--- src/rtl/mdio_dri_if.sv ---
// Sequencer/pad-side bundle for the Clause-22 MDIO master.
// The slave modport is the MDIO master block; the master modport is its environment.
interface mdio_dri_if;
  localparam int unsigned ADDR_W = 5;
  localparam int unsigned DATA_W = 16;

  logic              op_exec;
  logic              op_rh_wl;
  logic [ADDR_W-1:0] op_addr;
  logic [DATA_W-1:0] op_wr_data;
  logic              op_done;
  logic [DATA_W-1:0] op_rd_data;
  logic              op_rd_ack;
  logic              eth_mdc;
  logic              mdio_o;
  logic              mdio_oe;
  logic              mdio_i;

  modport slave (
    input  op_exec, op_rh_wl, op_addr, op_wr_data, mdio_i,
    output op_done, op_rd_data, op_rd_ack, eth_mdc, mdio_o, mdio_oe
  );

  modport master (
    output op_exec, op_rh_wl, op_addr, op_wr_data, mdio_i,
    input  op_done, op_rd_data, op_rd_ack, eth_mdc, mdio_o, mdio_oe
  );
endinterface

--- src/rtl/mdio_dri.sv ---
// Clause-22 MDIO master: runs one 64-bit read/write frame per op_exec pulse,
// generating MDC and serialising MDIO; read data/ack are returned with op_done.
module mdio_dri #(
  parameter logic [4:0] PHY_ADDR = 5'b00001,
  parameter logic [7:0] MDC_HALF = 8'd25
) (
  input  logic       clk,
  input  logic       rst_n,
  mdio_dri_if.slave  bus
);
  localparam int unsigned FRAME_W = 64;
  localparam int unsigned BIT_W   = 6;
  localparam int unsigned PH_W    = 8;
  localparam int unsigned DATA_W  = 16;

  localparam logic [PH_W-1:0]  PH_LAST  = MDC_HALF - PH_W'(1);
  localparam logic [BIT_W-1:0] BIT_TA1  = BIT_W'(47);
  localparam logic [BIT_W-1:0] BIT_DATA = BIT_W'(48);
  localparam logic [BIT_W-1:0] BIT_LAST = BIT_W'(63);
  localparam logic [BIT_W-1:0] BIT_RDZ  = BIT_W'(46);

  typedef enum logic [1:0] {S_IDLE, S_SHIFT, S_DONE} state_t;

  state_t              r_state;
  logic [PH_W-1:0]     r_phase;
  logic [BIT_W-1:0]    r_bit;
  logic                r_hi;
  logic                r_rd;
  logic [FRAME_W-1:0]  r_frame;
  logic [DATA_W-1:0]   r_shift;
  logic                r_ta;
  logic                r_done;
  logic [DATA_W-1:0]   r_rd_data;
  logic                r_rd_ack;
  logic                r_mdc;
  logic                r_mdo;
  logic                r_oe;

  logic [FRAME_W-1:0]  w_frame;
  logic [BIT_W-1:0]    w_bit_nx;
  logic                w_oe_nx;

  // Whole frame, bit 0 at the MSB; read TA/data slots are ones (line released).
  assign w_frame = {32'hFFFF_FFFF, 2'b01,
                    (bus.op_rh_wl ? 2'b10 : 2'b01),
                    PHY_ADDR, bus.op_addr,
                    (bus.op_rh_wl ? 2'b11 : 2'b10),
                    (bus.op_rh_wl ? 16'hFFFF : bus.op_wr_data)};

  assign w_bit_nx = r_bit + BIT_W'(1);
  assign w_oe_nx  = !r_rd || (w_bit_nx < BIT_RDZ);

  assign bus.op_done    = r_done;
  assign bus.op_rd_data = r_rd_data;
  assign bus.op_rd_ack  = r_rd_ack;
  assign bus.eth_mdc    = r_mdc;
  assign bus.mdio_o     = r_mdo;
  assign bus.mdio_oe    = r_oe;

  always_ff @(posedge clk or negedge rst_n) begin
    if (!rst_n) begin
      r_state   <= S_IDLE;
      r_phase   <= '0;
      r_bit     <= '0;
      r_hi      <= 1'b0;
      r_rd      <= 1'b0;
      r_frame   <= '0;
      r_shift   <= '0;
      r_ta      <= 1'b0;
      r_done    <= 1'b0;
      r_rd_data <= '0;
      r_rd_ack  <= 1'b0;
      r_mdc     <= 1'b1;
      r_mdo     <= 1'b1;
      r_oe      <= 1'b0;
    end else begin
      case (r_state)
        S_IDLE: begin
          r_done <= 1'b0;
          r_mdc  <= 1'b1;
          r_mdo  <= 1'b1;
          r_oe   <= 1'b0;
          // Outputs are registered, so bit 0's low phase is set up on the accepting edge.
          if (bus.op_exec) begin
            r_state <= S_SHIFT;
            r_rd    <= bus.op_rh_wl;
            r_frame <= w_frame;
            r_bit   <= '0;
            r_phase <= '0;
            r_hi    <= 1'b0;
            r_mdc   <= 1'b0;
            r_mdo   <= w_frame[FRAME_W-1];
            r_oe    <= 1'b1;
          end
        end
        S_SHIFT: begin
          if (r_phase != PH_LAST) begin
            r_phase <= r_phase + PH_W'(1);
          end else begin
            r_phase <= '0;
            if (!r_hi) begin
              // MDC rising edge: sample the PHY.
              r_hi  <= 1'b1;
              r_mdc <= 1'b1;
              if (r_bit == BIT_TA1) r_ta <= bus.mdio_i;
              if (r_bit >= BIT_DATA) r_shift <= {r_shift[DATA_W-2:0], bus.mdio_i};
            end else if (r_bit == BIT_LAST) begin
              r_state <= S_DONE;
              r_hi    <= 1'b0;
              r_bit   <= '0;
              r_mdc   <= 1'b1;
              r_mdo   <= 1'b1;
              r_oe    <= 1'b0;
              r_done  <= 1'b1;
              if (r_rd) begin
                r_rd_data <= r_shift;
                r_rd_ack  <= r_ta;
              end else begin
                r_rd_ack  <= 1'b0;
              end
            end else begin
              r_bit <= w_bit_nx;
              r_hi  <= 1'b0;
              r_mdc <= 1'b0;
              r_mdo <= r_frame[BIT_LAST - w_bit_nx];
              r_oe  <= w_oe_nx;
            end
          end
        end
        S_DONE: begin
          r_done  <= 1'b0;
          r_state <= S_IDLE;
        end
        default: r_state <= S_IDLE;
      endcase
    end
  end
endmodule

--- src/flat_wrapper.sv ---
// flat-port wrapper written by rule: the top's interface ports become plain ports
module mdio_dri_flat 
#(
  parameter logic [4:0] PHY_ADDR = 5'b00001,
  parameter logic [7:0] MDC_HALF = 8'd25
)
  (clk, rst_n, bus_op_exec, bus_op_rh_wl, bus_op_addr, bus_op_wr_data, bus_mdio_i, bus_op_done, bus_op_rd_data, bus_op_rd_ack, bus_eth_mdc, bus_mdio_o, bus_mdio_oe);
  mdio_dri_if bus_i ();
  input  logic clk;
  input  logic rst_n;
  input wire logic [$bits(bus_i.op_exec)-1:0] bus_op_exec;
  input wire logic [$bits(bus_i.op_rh_wl)-1:0] bus_op_rh_wl;
  input wire logic [$bits(bus_i.op_addr)-1:0] bus_op_addr;
  input wire logic [$bits(bus_i.op_wr_data)-1:0] bus_op_wr_data;
  input wire logic [$bits(bus_i.mdio_i)-1:0] bus_mdio_i;
  output wire logic [$bits(bus_i.op_done)-1:0] bus_op_done;
  output wire logic [$bits(bus_i.op_rd_data)-1:0] bus_op_rd_data;
  output wire logic [$bits(bus_i.op_rd_ack)-1:0] bus_op_rd_ack;
  output wire logic [$bits(bus_i.eth_mdc)-1:0] bus_eth_mdc;
  output wire logic [$bits(bus_i.mdio_o)-1:0] bus_mdio_o;
  output wire logic [$bits(bus_i.mdio_oe)-1:0] bus_mdio_oe;
  assign bus_i.op_exec = bus_op_exec;
  assign bus_i.op_rh_wl = bus_op_rh_wl;
  assign bus_i.op_addr = bus_op_addr;
  assign bus_i.op_wr_data = bus_op_wr_data;
  assign bus_i.mdio_i = bus_mdio_i;
  assign bus_op_done = bus_i.op_done;
  assign bus_op_rd_data = bus_i.op_rd_data;
  assign bus_op_rd_ack = bus_i.op_rd_ack;
  assign bus_eth_mdc = bus_i.eth_mdc;
  assign bus_mdio_o = bus_i.mdio_o;
  assign bus_mdio_oe = bus_i.mdio_oe;
  mdio_dri #(.PHY_ADDR(PHY_ADDR), .MDC_HALF(MDC_HALF)) u_core (.clk(clk), .rst_n(rst_n), .bus(bus_i));
endmodule
--- config.mk ---
export PLATFORM = sky130hd
export DESIGN_NAME = mdio_dri_flat
export DESIGN_NICKNAME = d
export VERILOG_FILES = /design/src/rtl/mdio_dri_if.sv /design/src/rtl/mdio_dri.sv /design/src/flat_wrapper.sv
export SDC_FILE = /design/constraint.sdc
export NUM_CORES = 1
export LEC_CHECK = 0
export BUFFER_PORTS_ARGS = -buffer_cell sky130_fd_sc_hd__buf_2
export CORE_ASPECT_RATIO = 0.75
export CORE_MARGIN = 1.5
export CORE_UTILIZATION = 62
export CTS_BUF_LIST = sky130_fd_sc_hd__clkbuf_4
export CTS_CLUSTER_DIAMETER = 100
export DETAILED_ROUTE_END_ITERATION = 10
export PLACE_DENSITY = 0.85
export SLEW_MARGIN = 25
export SYNTH_ARGS = -nofsm -noshare
export SYNTH_HDL_FRONTEND = slang
export SYNTH_SLANG_ARGS = --single-unit
--- constraint.sdc ---
create_clock -name clk -period 3.31 [get_ports clk]
set_input_delay 0.1655 -clock clk [delete_from_list [all_inputs] [get_ports clk]]
set_output_delay 0.1655 -clock clk [all_outputs]
set_load 0.005 [all_outputs]
Word level (Yosys, flattened, before mapping)
Index checks and enable logic that the tools add are counted.
- logic and storage cells: 90
- register bits: 83
- magnitude comparators: 3
- add/sub/neg operators: 3
- bitwise gates (word level): 2
- muxes and demuxes: 41
- reductions and logical operators: 18
- equality and inequality tests: 9
- operator list (operator ; number):
    2-to-1 mux 6 bit ; 4
    AND reduction 4 bit ; 6
    2-to-1 mux 1 bit ; 20
    2-to-1 mux 16 bit ; 1
    2-to-1 mux 8 bit ; 2
    one-hot mux 8 bit (2 select lines) ; 1
    equality test 6 bit, second input constant ; 2
    one-hot mux 6 bit (2 select lines) ; 1
    2-to-1 mux 2 bit ; 5
    one-hot mux 1 bit (2 select lines) ; 5
    adder 8 x 1 -> 8 bit, second input constant ; 1
    inequality test 8 x 5 -> 1 bit, second input constant ; 1
    less-than comparator 6 x 7 -> 1 bit, second input constant ; 1
    adder 6 x 1 -> 6 bit, second input constant ; 1
    binary-select mux 1 bit (select 6 bit) ; 1
    greater-or-equal comparator 6 bit, second input constant ; 1
    less-than comparator 6 bit, second input constant ; 1
    AND reduction 2 bit ; 3
    AND reduction 3 bit ; 2
    subtractor 6 bit, first input constant ; 1
    AND reduction 5 bit ; 1
    inequality test 2 x 1 -> 1 bit, second input constant ; 2
    inequality test 2 bit, second input constant ; 2
    one-hot mux 2 bit (2 select lines) ; 1
    other kinds (8) ; 10

Depth between registers and ports, before layout
Gate-level depths: netlist of run 1.
- depth after elaboration: 8
- depth in mapped cells: 10
- gate-level depth less buffers: 7

Least setup slack after synthesis of run 1
Ideal clock, no wire load.
- path type: register to register
- start point: register u_core.r_phase[0]
- end point: register u_core.r_rd_data[0] (netlist: u_core.bus.op_rd_data[0])
- cell stages (with the launch flop): 11
- data arrival time: 1.883 ns
- setup slack: 1.302 ns
- buffers on the path: 3
- cell sequence: dfrtp_1 > inv_1 > ha_1 > nor3b_4 > and2_4 > buf_6 > and4_1 > buf_6 > nand2_4 > buf_12 > mux2_4
- word-level cells in the longest chain between the ends: 3
- RTL lines (element ; line ; text):
    start: declaration ; mdio_dri.sv:25 ; logic [PH_W-1:0] r_phase;
    start signal: assignment ; mdio_dri.sv:98 ; r_phase <= r_phase + PH_W'(1);
    inequality test 8 x 5 -> 1 bit ; mdio_dri.sv:97 ; if (r_phase != PH_LAST) begin
    NOT 1 bit (no source line) ; n/a ;
    AND reduction 5 bit (no source line) ; n/a ;
    end signal: assignment ; mdio_dri.sv:116 ; r_rd_data <= r_shift;
    end: declaration ; mdio_dri.sv:33 ; logic [DATA_W-1:0] r_rd_data;
No other way between the ends.
A chain may end at the register's enable or synchronous reset.

Worst setup path in the final report of run 1
- start point: register u_core.r_bit[0]
- end point: register u_core.r_rd_data[5] (netlist: u_core.bus.op_rd_data[5])
- word-level cells in the longest chain between the ends: 2
- RTL lines (element ; line ; text):
    start: declaration ; mdio_dri.sv:26 ; logic [BIT_W-1:0] r_bit;
    start signal: assignment ; mdio_dri.sv:122 ; r_bit <= w_bit_nx;
    equality test 6 bit ; mdio_dri.sv:107 ; end else if (r_bit == BIT_LAST) begin
    AND reduction 5 bit (no source line) ; n/a ;
No other way between the ends.

==> reports/qor.csv, run 1 <==
stage,metric,value,unit
worst_setup_path,cp_cell_sequence,ha_1 -> nand3_2 -> nor2_2 -> and4_1 -> nand2_4 -> mux2_4,
status,outcome,"complete, no violations",
die,die_h,69.6,um
hold_path,timing.hold.worst.start,bus_op_rh_wl,
synth,async_reset_ff_frac,1.00,
die,die_x,91.7,um
synth,share_of_the_yosys_chip_area_belonging_to_registers,0.541,
worst_setup_path,crit_slowest_cell,sky130_fd_sc_hd__dfrtp_1,
sta,finalHoldViolations,0,
pwr,power.static_leakage,0.00216,uW
sta,final.setup_skew,12.2,ps
clock_tree,cts.repair.resized,0,
worst_setup_path,timing.critical_path.slowest_cell_delay,670,ps
drt,routed_wire_length,7400,um
grt,antenna_found_initial,0,
clock_tree,clock-root-buffer,sky130_fd_sc_hd__clkbuf_4,
drt,ant_nets,0,
final_layout,area_growth_syn_to_layout,16.1,%
grt,via_count_of_the_first_global_routing_pass,2643,
placement,dp_hpwl,4750,um
grt,grt_util_met3,0.0822,
hold_path,timing.hold.worst_endpoint,u_core.r_frame[29],
worst_setup_path,worstPathArrival,2680,ps
clock_tree,cts_max_path_buffers,2,
drt,drc,0,
die,fp.dieArea,6380,um2
drt,drt_first_iter_violations,233,
synth,mapped_area,3660,um2
drt,drt-vias-per-instance,5.69,
worst_setup_path,r2r-end,u_core.bus.op_rd_data[5],
final_layout,finalNetCount,418,
synth,syn-instance-count,323,
final_layout,fill_cells,399,
sta,max_freq,0.424,GHz
clock_tree,worstSkewPairLatency,430,ps
drt,routed-via-count,2684,
synth,synth_top_area_frac,0.526,
grt,grtUsageMet2,0.388,
worst_setup_path,timing.critical_path.fanout_max,16,
hold_path,worstHoldPathCells,3,
pwr,worst_ir_drop_vdd,0.359,mV
die,start_util,0.635,
worst_setup_path,worstSetupStartpoint,u_core.r_bit[0],
sta,setup_viol,0,
placement,dp_slack,969,ps
die,io_pins,47,
sta,post-route-period-util,0.713,
pwr,p_per_area,586,nW/um2
grt,grt_start_max_net_pins,80,
hold_path,worstHoldPathType,primary input to flop,
worst_setup_path,timing.critical_path.required,3630,ps
worst_setup_path,reg2reg_setup_slack,950,ps
final_layout,antenna_cells,0,
synth,synth_largest_area_cell,sky130_fd_sc_hd__dfrtp_1,
sta,final.min_clock_period,2360,ps
sta,relSlewSlack,0.430,
worst_setup_path,setup.worst_path.class,flop to flop,
synth,yosysUniqueCellTypes,49,
sta,fin_ws,951,ps
synth,ys_seq_elements,79,
clock_tree,cts-buffers-inserted,9,
synth,synth_common_cells,"sky130_fd_sc_hd__dfrtp_1, sky130_fd_sc_hd__nand2_1, sky130_fd_sc_hd__o21ai_0",
worst_setup_path,rr_worst_depth,6,
die,placeableCoreArea,5770,um2
synth,synthesis.yosys.warnings,0,
drt,drt-wirelength-per-cell,15.7,um
synth,syn-num-nets,352,
clock_tree,cts.htree.levels,3,
synth,post-synth-top-count-cell,sky130_fd_sc_hd__dfrtp_1,
synth,syn_avg_cell_area,11.3,um2
worst_setup_path,start_of_the_worst_register_to_register_path,u_core.r_bit[0],
drt,drt_pass1_iterations,5,
clock_tree,clkTransAtPathRegs,120,ps
grt,grt_met1_usage,0.360,
clock_tree,numClockSinks,79,
sta,setup_repair_after_global_routing_missed_its_margin,false,
run,max_cap_viol_count,0,
final_layout,layout.core_utilization,0.737,
clock_tree,post-cts-setup-buffer-count,0,
final_layout,share_of_cells_above_drive_strength_1,0.287,
synth,post_synth_main_area_contributors,"sky130_fd_sc_hd__dfrtp_1, sky130_fd_sc_hd__mux2_2, sky130_fd_sc_hd__nand2_1, sky130_fd_sc_hd__o21ai_0, sky130_fd_sc_hd__mux2_4",
grt,global_route.overflow_total,0,
grt,grt_pass1_wl,12600,um
worst_setup_path,cp-end-kind,flop,
placement,io_buffers,46,
placement,place.gp.congestion,0.850,
sta,timing_max_transition_violations_final,0,
synth,synth-edff-count,0,
clock_tree,cts_tree,yes,
die,placementRows,24,
grt,gr-usage-all-layers,0.256,
grt,grt-busiest-layer,met2,
synth,synth_ff_type,sky130_fd_sc_hd__dfrtp_1,
sta,worst_pin_slew,856,ps
worst_setup_path,critPathLaunchType,flop,
sta,setup-tns-final,0,ps
-- per-stage QoR --
stage	area, um2	cells	hold slack [ps]	total power, uW
2_1_floorplan	3660	323	-130	1800
3_3_place_gp	3900	433	355	1930
3_5_place_dp	3900	433	358	1980
4_1_cts	4250	472	53.7	2490
5_1_grt	4250	472	72.6	2640
6_report	4250	472	79.3	2490
-- power breakdown --
part	internal, uW	switching, uW
logic	358	339
clock network	154	341
registers	1110	188
total	1620	867
-- cells by family after synthesis --
group | count (synthesis) | share of synthesized area
XOR/XNOR | 6 | 0.0164
flip-flops | 79 | 0.541
adder cells (fa/ha/maj) | 3 | 0.0103
multiplexers | 43 | 0.157
buffers and inverters | 23 | 0.0345
AO/OA/AOI/OAI | 59 | 0.0957
AND/OR/NAND/NOR | 110 | 0.146
-- worst max-delay path, delay by kind of cell (launching register included) --
family	cells	cell delay (ps)
adder cells (fa/ha/maj)	1	320
flip-flops	1	670
multiplexers	1	350
AND/OR/NAND/NOR	4	910
-- cells in the final DEF (no fill, tap or decap), types with 2 or more instances in the layout --
cell type,n
sky130_fd_sc_hd__dfstp_2,2
sky130_fd_sc_hd__clkbuf_4,9
sky130_fd_sc_hd__a311oi_1,2
sky130_fd_sc_hd__o31ai_1,3
sky130_fd_sc_hd__dlygate4sd3_1,23
sky130_fd_sc_hd__xor2_1,2
sky130_fd_sc_hd__a31oi_1,4
sky130_fd_sc_hd__a21o_1,2
sky130_fd_sc_hd__ha_1,3
sky130_fd_sc_hd__mux2_2,24
sky130_fd_sc_hd__o21ai_0,35
sky130_fd_sc_hd__nor2_1,13
sky130_fd_sc_hd__mux2_4,10
sky130_fd_sc_hd__clkinv_1,2
sky130_fd_sc_hd__inv_6,2
sky130_fd_sc_hd__buf_2,45
sky130_fd_sc_hd__inv_1,8
sky130_fd_sc_hd__nand2b_1,2
sky130_fd_sc_hd__nand2_1,63
sky130_fd_sc_hd__mux2i_1,4
sky130_fd_sc_hd__nand3_1,8
sky130_fd_sc_hd__nor3_1,4
sky130_fd_sc_hd__dfrtp_1,77
sky130_fd_sc_hd__mux4_2,5
sky130_fd_sc_hd__a21oi_1,5
sky130_fd_sc_hd__and3_1,4
sky130_fd_sc_hd__xnor2_1,3
sky130_fd_sc_hd__or4_1,2
sky130_fd_sc_hd__nand4_1,2
-- repair_timing --
| item | CTS | global route |
|---|---|---|
| hold buffers | 23 | 0 |
| setup endpoints to repair | 0 | 0 |
| hold endpoints to repair | 99 | 0 |
-- layer usage --
layer	routed length (um)	vias to the layer above
met3	506	7
met1	3390	1296
li1	-	1266
met4	83	0
met5	0	-
met2	3410	115
-- worst max-delay path by stage --
stage,end,slack (ps),cells after the start
floorplan,u_core.bus.op_rd_data[0],1300,10
global placement,u_core.bus.op_rd_data[4],1070,6
detailed placement,u_core.bus.op_rd_data[14],970,6
CTS,u_core.bus.op_rd_data[13],950,6
global route,u_core.bus.op_rd_data[12],810,6
finish,u_core.bus.op_rd_data[5],950,6
-- registers in the layout, indices dropped and copies added (netlist names) --
name,count
u_core.bus.op_rd_ack,1
u_core.r_frame,24
u_core.r_bit,6
u_core.r_phase,8
u_core.r_hi,1
u_core.bus.eth_mdc,1
u_core.bus.mdio_o,1
u_core.bus.mdio_oe,1
u_core.r_ta,1
u_core.r_shift,16
u_core.bus.op_done,1
u_core.bus.op_rd_data,16
u_core.r_state,2
-- final cells by class --
type                       count  area (um2)  area share
clock inverter                 7        46.3      0.0109
inverter                       8        30.0     0.00707
sequential                    79        1980       0.466
tap                           78        97.6      0.0230
multi-input combinational    221        1560       0.366
clock buffer                   9        67.6      0.0159
timing repair buffer          70         474       0.112
No activity file was read; power rests on OpenSTA's default activity.
==> run 2: changes to the inputs <==
--- a/config.mk
+++ b/config.mk
@@ -5,14 +5,15 @@
 export SDC_FILE = /design/constraint.sdc
 export NUM_CORES = 1
 export LEC_CHECK = 0
+export ABC_AREA = 1
 export BUFFER_PORTS_ARGS = -buffer_cell sky130_fd_sc_hd__buf_2
 export CORE_ASPECT_RATIO = 0.75
 export CORE_MARGIN = 1.5
-export CORE_UTILIZATION = 62
+export CORE_UTILIZATION = 54
 export CTS_BUF_LIST = sky130_fd_sc_hd__clkbuf_4
 export CTS_CLUSTER_DIAMETER = 100
 export DETAILED_ROUTE_END_ITERATION = 10
-export PLACE_DENSITY = 0.85
+export PLACE_DENSITY = 0.78
 export SLEW_MARGIN = 25
 export SYNTH_ARGS = -nofsm -noshare
 export SYNTH_HDL_FRONTEND = slang
==> constraint.sdc (replaced) <==
create_clock -name clk -period 2.1 [get_ports clk]
set_input_delay 0.105 -clock clk [delete_from_list [all_inputs] [get_ports clk]]
set_output_delay 0.105 -clock clk [all_outputs]
set_load 0.005 [all_outputs]
==> run 2 against run 1 <==
Compared with the run above:
- flip-flop and latch count unchanged
- final cell count increased by 25%
- maximum frequency increased by 24%
- clock-buffer cell count increased by 1
- hold slack improved by 42 ps
- final area increased by 1.6%
- routed wire length increased by 6.3%
- sequential power increased by 17%
- critical path type unchanged
- total power increased by 2.3%
- highest routed layer unchanged
==> reports/qor.csv, run 2 <==
stage,metric,value,unit
status,outcome,"complete, no violations",
grt,grt_pass1_wl,13500,um
synth,syn-instance-count,430,
drt,drt-wirelength-per-cell,13.3,um
synth,yosysUniqueCellTypes,33,
synth,synth_xor_area_frac,0.0145,
placement,dpl_cell_area,3940,um2
drt,drt_first_iter_violations,235,
final_layout,antenna_cells,0,
clock_tree,worstSkewPairLatency,440,ps
clock_tree,cts_max_path_buffers,2,
worst_setup_path,setup.worst_path.class,flop to flop,
placement,io_buffers,46,
sta,timing_max_transition_violations_final,0,
synth,synth-edff-count,0,
synth,post_synth_mux_area_share,0,
pwr,power.total,2550,uW
sta,finalHoldWorstSlack,122,ps
sta,post-route-period-util,0.906,
placement,place.gp.congestion,0.855,
sta,relSlewSlack,0.598,
hold_path,worstHoldPathType,primary input to flop,
final_layout,multi_input_comb_area,1340,um2
sta,setup_repair_after_global_routing_missed_its_margin,false,
synth,mapped_area,3630,um2
clock_tree,post-cts-setup-buffer-count,0,
synth,synth_ff_type,sky130_fd_sc_hd__dfrtp_1,
grt,via_count_of_the_first_global_routing_pass,2964,
die,die_h,74.0,um
final_layout,fill_cells,510,
synth,synthSimpleGateAreaFrac,0.203,
drt,drt-vias-per-instance,5.25,
final_layout,layout.core_utilization,0.674,
die,start_util,0.566,
clock_tree,ctsHoldBuffers,24,
grt,antenna_found_initial,0,
synth,synth_top_family_by_area,simple AND/OR/NAND/NOR gates,
final_layout,finalNetCount,532,
clock_tree,cts.htree.levels,3,
final_layout,register_area,1980,um2
drt,drt_pass1_iterations,4,
drt,routed-via-count,3091,
sta,setup_viol,0,
final_layout,largest_register_ff_count,24,
synth,post-synth-top-count-cell,sky130_fd_sc_hd__nand2_1,
worst_setup_path,crit_slowest_cell,sky130_fd_sc_hd__dfrtp_1,
final_layout,layout_commonest_cell,sky130_fd_sc_hd__nand2_1,
worst_setup_path,critical_path_buf_inv_count,2,
sta,setup-tns-final,0,ps
clock_tree,clkTransAtPathRegs,120,ps
final_layout,post-route-cell-area,4320,um2
drt,ant_nets,0,
die,fp.dieArea,7230,um2
final_layout,mostFrequentLayoutCells,"sky130_fd_sc_hd__nand2_1, sky130_fd_sc_hd__dfrtp_1, sky130_fd_sc_hd__o21ai_0, sky130_fd_sc_hd__inv_1, sky130_fd_sc_hd__buf_2",
synth,synth_compound_area_frac,0.141,
worst_setup_path,cp_cell_sequence,inv_1 -> ha_1 -> nand3_1 -> nor2_2 -> nand2_2 -> inv_2 -> nand3_4 -> nor2_8 -> nor2_1 -> a21oi_1,
drt,drc,0,
worst_setup_path,cp-end-kind,flop,
synth,syn-num-nets,459,
final_layout,share_of_cells_above_drive_strength_1,0.157,
run,max_cap_viol_count,0,
worst_setup_path,timing.critical_path.required,2450,ps
final_layout,area_growth_syn_to_layout,19.0,%
pwr,worst_ir_drop_vdd,0.430,mV
synth,synth_common_cells,"sky130_fd_sc_hd__nand2_1, sky130_fd_sc_hd__dfrtp_1, sky130_fd_sc_hd__o21ai_0",
clock_tree,cts-buffers-inserted,9,
clock_tree,clock-root-buffer,sky130_fd_sc_hd__clkbuf_4,
grt,global_route.overflow_total,0,
pwr,p_per_area,589,nW/um2
synth,synth_top_area_frac,0.531,
clock_tree,numClockSinks,79,
worst_setup_path,worstPathArrival,2250,ps
placement,dp_hpwl,5320,um
die,die_x,97.7,um
sta,final.min_clock_period,1900,ps
final_layout,regMostFlops,u_core.r_frame,
clock_tree,cts.repair.resized,0,
synth,ys_seq_elements,79,
worst_setup_path,critPathLaunchType,flop,
die,io_pins,47,
clock_tree,cts_tree,yes,
synth,async_reset_ff_frac,1.00,
drt,routed_wire_length,7860,um
sta,max_freq,0.526,GHz
synth,post_synth_main_area_contributors,"sky130_fd_sc_hd__dfrtp_1, sky130_fd_sc_hd__nand2_1, sky130_fd_sc_hd__o21ai_0, sky130_fd_sc_hd__inv_1, sky130_fd_sc_hd__nand3_1",
worst_setup_path,timing.critical_path.fanout_max,28,
synth,synthesis.yosys.warnings,0,
grt,gr-usage-all-layers,0.236,
sta,worst_pin_slew,602,ps
sta,final.setup_skew,28.0,ps
grt,grt_start_max_net_pins,50,
die,placeableCoreArea,6410,um2
sta,finalHoldViolations,0,
pwr,power.static_leakage,0.00223,uW
worst_setup_path,timing.critical_path.slowest_cell_delay,450,ps
synth,share_of_the_yosys_chip_area_belonging_to_registers,0.545,
synth,synth_largest_area_cell,sky130_fd_sc_hd__dfrtp_1,
synth,syn_avg_cell_area,8.44,um2
synth,synth_fa_ha_area_frac,0.0103,
die,placementRows,25,
worst_setup_path,critical_path.top_delay_family,simple AND/OR/NAND/NOR gates,
run 2: changes by cell type in the layout (fill, tap and decap cells not counted), sizes merged, moves of 4 or more:
cell,delta
mux2,-34
buf,+6
o21ai,+29
mux2i,-4
nand3,+21
nor2,+21
and3,-4
nand2,+36
inv,+53
a21oi,+16
mux4,-5
run 2: final cells by class:
type | count | share of cell area
Multi-Input combinational cell | 275 | 0.311
Sequential cell | 79 | 0.458
Clock buffer | 10 | 0.0174
Clock inverter | 6 | 0.0156
Tap cell | 81 | 0.0235
Inverter | 61 | 0.0530
Timing Repair Buffer | 77 | 0.122
run 2: metrics by stage:
step	worst slack (ps)	std cells
CTS	209	589
detailed placement	230	549
floorplan	418	430
global route	3.93	589
global placement	292	549
finish	198	589
run 2: tightest hold or removal path, delay by kind of cell:
| family | cells | cell delay (ps) |
|---|---|---|
| and+or+nand+nor | 1 | 160 |
| AOI/OAI and AO/OA | 1 | 60 |
| buffers and inverters | 1 | 190 |
run 2: power by group:
group          internal [uW]  total, uW  switching [uW]
clock                    385        930             544
sequential              1520       1520               0
combinational           49.4       95.3            45.8
total                   1960       2550             590
run 2: metal layers:
layer / vias to the layer above / GRT usage / part of all wire
met2: 83 / 0.384 / 0.47
li1: 1531 / - / -
met5: - / 0 / 0
met1: 1470 / 0.320 / 0.47
met4: 0 / 0.0651 / 0.0073
met3: 7 / 0.0648 / 0.052
run 2: cell families (layout without fill, tap and decap cells):
logic type                 Yosys count  count (layout)
adders and majority gates            3               3
xor gates and xnor gates             6               6
buffers and inverters               76             154
DFF                                 79              79
and+or+nand+nor                    172             172
AOI/OAI and AO/OA                   94              94
run 2: worst paths after layout:
check                                   start                  endpoint  slack [ps]  cells after the start
max                         u_core.r_phase[0]  u_core.bus.op_rd_data[0]         200                     10
min                              bus_op_rh_wl        u_core.r_frame[29]         120                      3
max reg2reg                 u_core.r_phase[0]  u_core.bus.op_rd_data[0]         200                     10
min reg2reg                u_core.bus.eth_mdc        u_core.bus.eth_mdc         500                      2
max in group asynchronous               rst_n        u_core.bus.eth_mdc        1200                      3
min in group asynchronous               rst_n         u_core.r_shift[6]         210                      2
